[config.mk]
export PLATFORM = sky130hd
export DESIGN_NAME = morse_disp_ctrl
export DESIGN_NICKNAME = d
export VERILOG_FILES = /design/src/rtl/morse_disp_ctrl.sv
export SDC_FILE = /design/constraint.sdc
export NUM_CORES = 1
export LEC_CHECK = 0
export BUFFER_PORTS_ARGS = -buffer_cell sky130_fd_sc_hd__buf_2
export CAP_MARGIN = 20
export CORE_MARGIN = 10
export CORE_UTILIZATION = 58
export DETAILED_ROUTE_END_ITERATION = 10
export HOLD_SLACK_MARGIN = 0.15
export PLACE_DENSITY = 0.78
export SETUP_SLACK_MARGIN = 0.2
export SLEW_MARGIN = 40
export SYNTH_ARGS = -nofsm -noshare
export SYNTH_HDL_FRONTEND = slang
export SYNTH_SLANG_ARGS = --single-unit
[constraint.sdc]
create_clock -name clk -period 2.22 [get_ports clk]
set_input_delay 0.111 -clock clk [delete_from_list [all_inputs] [get_ports clk]]
set_output_delay 0.111 -clock clk [all_outputs]
set_load 0.03 [all_outputs]
[src/rtl/morse_disp_ctrl.sv]
// morse_disp_ctrl -- display controller behind the Morse decoder.
// Holds the last DIGITS decoded sixteen-segment characters (newest at digit 0),
// and time-multiplexes them onto one segment bus with a one-hot digit select.
// A blanking gap between digits suppresses ghosting.
// Optional feature: define MORSE_DISP_BLINK_EN to blink digit 0 (the newest
// character) with a half-period of BLINK_FRAMES scan frames.
`timescale 1ns/1ps

module morse_disp_ctrl #(
    parameter int DIGITS       = 4,
    parameter int SCAN_DIV     = 1000,
    parameter int BLANK_CYC    = 2,
    parameter int SEG_W        = 17,
    parameter int BLINK_FRAMES = 16
) (
    input  logic                         clk,
    input  logic                         rst,
    input  logic                         char_valid,
    input  logic [SEG_W-1:0]             char_seg,
    input  logic                         clear,
    output logic                         char_ready,
    output logic [SEG_W-1:0]             seg_out,
    output logic [DIGITS-1:0]            digit_sel,
    output logic [$clog2(DIGITS+1)-1:0]  count,
    output logic                         frame_tick
);

    localparam int IDX_W   = $clog2(DIGITS);
    localparam int CNT_W   = $clog2(DIGITS + 1);
    localparam int TMR_MAX = (SCAN_DIV > BLANK_CYC) ? SCAN_DIV : BLANK_CYC;
    localparam int TMR_W   = $clog2(TMR_MAX + 1);

    localparam logic [TMR_W-1:0]  ON_LAST    = TMR_W'(SCAN_DIV - 1);
    localparam logic [TMR_W-1:0]  BLANK_LAST = (BLANK_CYC > 0) ? TMR_W'(BLANK_CYC - 1) : '0;
    localparam logic [IDX_W-1:0]  IDX_LAST   = IDX_W'(DIGITS - 1);
    localparam logic [CNT_W-1:0]  COUNT_FULL = CNT_W'(DIGITS);

    // Reject unusable configurations at elaboration time.
    if (DIGITS < 2 || DIGITS > 8 || SCAN_DIV < 1 || BLANK_CYC < 0 || BLINK_FRAMES < 1) begin : g_cfg_err
        $error("morse_disp_ctrl: illegal parameter combination");
    end

    typedef enum logic {
        ST_ON    = 1'b0,
        ST_BLANK = 1'b1
    } scan_st_e;

    logic [SEG_W-1:0]  disp_buf_q [DIGITS];
    logic [SEG_W-1:0]  disp_buf_d [DIGITS];
    logic [CNT_W-1:0]  count_q, count_d;
    logic              accept;

    scan_st_e          state_q, state_d;
    logic [TMR_W-1:0]  tmr_q, tmr_d;
    logic [IDX_W-1:0]  idx_q, idx_d;
    logic              advance;
    logic              wrap;

    logic [SEG_W-1:0]  seg_out_q, seg_out_d;
    logic [DIGITS-1:0] digit_sel_q, digit_sel_d;
    logic              frame_tick_q, frame_tick_d;

    logic              blank_digit0;

    // A pending clear always wins, so we simply refuse characters while it is high.
    assign char_ready = !clear;
    assign accept     = char_valid && char_ready;

    // Next buffer contents: clear empties it, an accept shifts the new character in at digit 0.
    always_comb begin
        disp_buf_d = disp_buf_q;
        count_d    = count_q;
        if (clear) begin
            for (int i = 0; i < DIGITS; i++) begin
                disp_buf_d[i] = '0;
            end
            count_d = '0;
        end else if (accept) begin
            disp_buf_d[0] = char_seg;
            for (int i = 1; i < DIGITS; i++) begin
                disp_buf_d[i] = disp_buf_q[i-1];
            end
            if (count_q != COUNT_FULL) begin
                count_d = count_q + CNT_W'(1);
            end
        end
    end

    // Character buffer and fill count registers.
    always_ff @(posedge clk) begin
        if (rst) begin
            for (int i = 0; i < DIGITS; i++) begin
                disp_buf_q[i] <= '0;
            end
            count_q <= '0;
        end else begin
            disp_buf_q <= disp_buf_d;
            count_q    <= count_d;
        end
    end

    // Scan sequencing: drive a digit for SCAN_DIV cycles, blank for BLANK_CYC, move on.
    always_comb begin
        state_d = state_q;
        tmr_d   = tmr_q + TMR_W'(1);
        idx_d   = idx_q;
        advance = 1'b0;
        wrap    = 1'b0;
        case (state_q)
            ST_ON: begin
                if (tmr_q == ON_LAST) begin
                    tmr_d = '0;
                    if (BLANK_CYC == 0) begin
                        advance = 1'b1;
                    end else begin
                        state_d = ST_BLANK;
                    end
                end
            end
            ST_BLANK: begin
                if (tmr_q == BLANK_LAST) begin
                    tmr_d   = '0;
                    state_d = ST_ON;
                    advance = 1'b1;
                end
            end
            default: begin
                tmr_d   = '0;
                state_d = ST_ON;
            end
        endcase
        if (advance) begin
            if (idx_q == IDX_LAST) begin
                idx_d = '0;
                wrap  = 1'b1;
            end else begin
                idx_d = idx_q + IDX_W'(1);
            end
        end
    end

    // Output decode from the current scan state; registered one cycle later.
    always_comb begin
        seg_out_d    = '0;
        digit_sel_d  = '0;
        frame_tick_d = wrap;
        if (state_q == ST_ON) begin
            digit_sel_d = DIGITS'(1) << idx_q;
            seg_out_d   = disp_buf_q[idx_q];
            if (idx_q == '0 && blank_digit0) begin
                seg_out_d = '0;
            end
        end
    end

    // Scan FSM state and registered display outputs.
    always_ff @(posedge clk) begin
        if (rst) begin
            state_q      <= ST_ON;
            tmr_q        <= '0;
            idx_q        <= '0;
            seg_out_q    <= '0;
            digit_sel_q  <= '0;
            frame_tick_q <= 1'b0;
        end else begin
            state_q      <= state_d;
            tmr_q        <= tmr_d;
            idx_q        <= idx_d;
            seg_out_q    <= seg_out_d;
            digit_sel_q  <= digit_sel_d;
            frame_tick_q <= frame_tick_d;
        end
    end

`ifdef MORSE_DISP_BLINK_EN
    localparam int FRM_W = $clog2(BLINK_FRAMES + 1);
    localparam logic [FRM_W-1:0] FRM_LAST = FRM_W'(BLINK_FRAMES - 1);

    logic             blink_on_q, blink_on_d;
    logic [FRM_W-1:0] blink_frm_q, blink_frm_d;

    // Blink phase: flips every BLINK_FRAMES frame wraps; any buffer activity restarts it visible.
    always_comb begin
        blink_on_d  = blink_on_q;
        blink_frm_d = blink_frm_q;
        if (clear || accept) begin
            blink_on_d  = 1'b1;
            blink_frm_d = '0;
        end else if (wrap) begin
            if (blink_frm_q == FRM_LAST) begin
                blink_on_d  = !blink_on_q;
                blink_frm_d = '0;
            end else begin
                blink_frm_d = blink_frm_q + FRM_W'(1);
            end
        end
    end

    // Blink phase registers.
    always_ff @(posedge clk) begin
        if (rst) begin
            blink_on_q  <= 1'b1;
            blink_frm_q <= '0;
        end else begin
            blink_on_q  <= blink_on_d;
            blink_frm_q <= blink_frm_d;
        end
    end

    assign blank_digit0 = (count_q != '0) && !blink_on_q;
`else
    assign blank_digit0 = 1'b0;
`endif

    assign seg_out    = seg_out_q;
    assign digit_sel  = digit_sel_q;
    assign count      = count_q;
    assign frame_tick = frame_tick_q;

endmodule

==> qor.yml <==
sta:
  rsz0062_at_grt: "no"
  period_share: 0.7075
  slew_viol_final: 0
  hold_viol_final: 0
  setup_violations: 0
  fin_ws_ns: 0.6493
  period_needed_ns: 1.571
  maxSlewHeadroom: 0.6326
  finalSetupTns_ns: 0
  tightest_slew_ns: 0.5372
  fin_skew_ns: 0.008918
  fmax_ghz: 0.6367
finish:
  syn2layout_area_growth_pct: 17.89
  final_cell_mix: "106 x dfxtp_1, 85 x nor2_1, 70 x mux2i_1, 45 x buf_2, 21 x dlygate4sd3_1"
  final_cells: 534
  utilization: 0.7013
  diodes: 0
  final_nets: 460
  layout.cells.most_common: "dfxtp_1"
  drive_above_1_share: 0.1758
  fill_cells: 518
grt:
  grt-ovfl-total: 0
  grt_pass1_vias: 2733
  grt_usage: 0.1478
  antenna_found_initial: 0
  grt_pass1_wl_um: 12590
  grt_max_degree: 65
clocking:
  insertion_delay_ns: 0.36
  htree_levels: 3
  cts_buffer_depth: 2
  clk_pin_slew_ns: 0.09
  numCtsBuffers: 9
  cts_tree: "built"
  root_buffer: "clkbuf_8"
  post_cts_buffers: 0
  clock_sinks: 106
floorplan:
  core-area_um2: 6794
  die_h_um: 103.5
  pin_count: 47
  start_util: 0.5948
  die-area_um2: 10710
  die_w_um: 103.5
  fp-row-count: 30
pwr:
  ir_worst_vdd_uv: 413.3
  total_power_mw: 3.331
  power.leakage_nw: 2.047
  powerDensity_nw_per_um2: 699.2
critical_path:
  r2r_start: "state_q$_SDFF_PP0_"
  rr_worst_depth: 4
  start_kind: "flop"
  rrSetupSlack_ns: 0.65
  crit_type: "flop to flop"
  cp_data_required_time_ns: 2.51
  end_kind: "flop"
  reg2reg_to: "tmr_q[9]$_SDFF_PP0_"
  cp.arrival_ns: 1.86
  crit_fanout: 10
logic_synthesis:
  synthesis.nets: 396
  ys_ff_latch: 106
  ys_warn_count: 0
  synth.area.top_cells: "dfxtp_1 53%, mux2i_1 17%, nor2_1 7.9%"
  synth_top_cell_area_share: 0.5251
  syn_area_per_cell_um2: 10.92
  synthDistinctLibCells: 34
  yosysTopAreaCell: "dfxtp_1"
  yosysSeqAreaShare: 0.5251
  synth_area_um2: 4041
  synth_cells: 370
routing:
  firstDrtPassIters: 4
  drc: 0
  drtIter0Drc: 138
  ant_nets: 0
  vias: 2797
  vias_per_cell: 5.238
  routed_wl_um: 7580
  wl_per_cell_um: 14.19
min_path:
  worstHoldPathType: "flop to flop"
  hold_end: "tmr_q[0]$_SDFF_PP0_"
  worstHoldStart: "tmr_q[0]$_SDFF_PP0_"
  hold_depth: 1
placed_design:
  dpl_worst_slack_ns: 0.6632
  dp_cells: 498
  place_congestion: 0.8226
  dp_hpwl_um: 4913
  port_buffers: 46
run:
  drv_cap: 0
run_status:
  run_status: "finished clean"
[timing repair]
item | in CTS | in global routing
setup endpoints to repair | 0 | 0
hold endpoints to repair | 24 | 0
resized for setup | 0 | 0
hold buffers | 21 | 0
[cells in the mapped netlist (all sizes together)]
cell type  number
inv             7
nor4            1
nand2           2
buf            13
and3            1
clkbuf         11
a221o          17
or3             1
a22o           17
and4            1
xnor2           7
nand4           4
mux2i          70
nand3b          1
nor4b           3
nand3           5
a21oi           2
a2111oi         1
xor2            3
ha              5
and4b           1
nor3b           1
nor4bb          1
dfxtp         106
or2             1
nor2           85
and2            1
a211oi          1
nor3            1
[worst max-delay path by stage]
stage | start | end | slack [ns] | depth (start not counted)
after floorplan | count[0]$_SDFFE_PP0P_ | count[2]$_SDFFE_PP0P_ | 0.60 | 5
after global placement | state_q$_SDFF_PP0_ | seg_out[4]$_SDFF_PP0_ | 0.70 | 4
after detailed placement | tmr_q[0]$_SDFF_PP0_ | tmr_q[9]$_SDFF_PP0_ | 0.66 | 5
after CTS | state_q$_SDFF_PP0_ | tmr_q[9]$_SDFF_PP0_ | 0.66 | 4
after global routing | count[0]$_SDFFE_PP0P_ | count[2]$_SDFFE_PP0P_ | 0.49 | 5
final | state_q$_SDFF_PP0_ | tmr_q[9]$_SDFF_PP0_ | 0.65 | 4
[metal layers]
| layer | up-vias | global-route usage | wire length, µm |
|---|---|---|---|
| met3 | 4 | 0.05116 | 421 |
| met1 | 1325 | 0.1760 | 3458 |
| met2 | 50 | 0.2471 | 3650 |
| met4 | 0 | 0.04171 | 50 |
| li1 | 1418 | - | - |
| met5 | - | 0 | 0 |
[through the flow]
step | instance area (µm²) | hold WS (ns)
floorplan | 4041 | 0.2587
global placement | 4362 | 0.3427
detailed placement | 4362 | 0.3519
CTS | 4765 | 0.4817
global route | 4765 | 0.5238
finish | 4765 | 0.4788
[state kept, by name (all words and copies together), names as in the netlist]
register,flops
digit_sel,4
frame_tick,1
count,3
state_q,1
seg_out,17
disp_buf_q,68
idx_q,2
tmr_q,10
[cell type report]
class                           instances  area, µm²  area share
Clock buffer                           11      141.4     0.02967
Tap cell                               96      120.1     0.02521
Timing Repair Buffer                   77      543.0      0.1140
Sequential cell                       106       2122      0.4454
Multi-Input combinational cell        233       1760      0.3695
Clock inverter                          4      51.30     0.01077
Inverter                                7      26.28    0.005515
[worst max-delay path, stage by stage (launching register included)]
cell,delay (ns)
dfxtp_1,0.63
and4b_1,0.26
nand3_1,0.11
nand3b_1,0.32
nor2_1,0.20
[kinds of logic (layout without fill, tap and decap cells)]
kind of cell | after synthesis | count (layout) | synth area share
buffers and inverters | 31 | 99 | 0.03932
and+or+nand+nor | 110 | 110 | 0.1396
adders and majority gates | 5 | 5 | 0.01548
DFF | 106 | 106 | 0.5251
xor gates and xnor gates | 10 | 10 | 0.02167
muxes | 70 | 70 | 0.1734
AOI/OAI and AO/OA | 38 | 38 | 0.08545
[where the power goes]
part / switching (mW) / internal (mW) / total (mW)
Sequential: 0.0182 / 1.93 / 1.94
Clock: 0.608 / 0.549 / 1.16
Combinational: 0.120 / 0.110 / 0.230
Total: 0.746 / 2.59 / 3.33
Power figures use the tool's default switching activity.
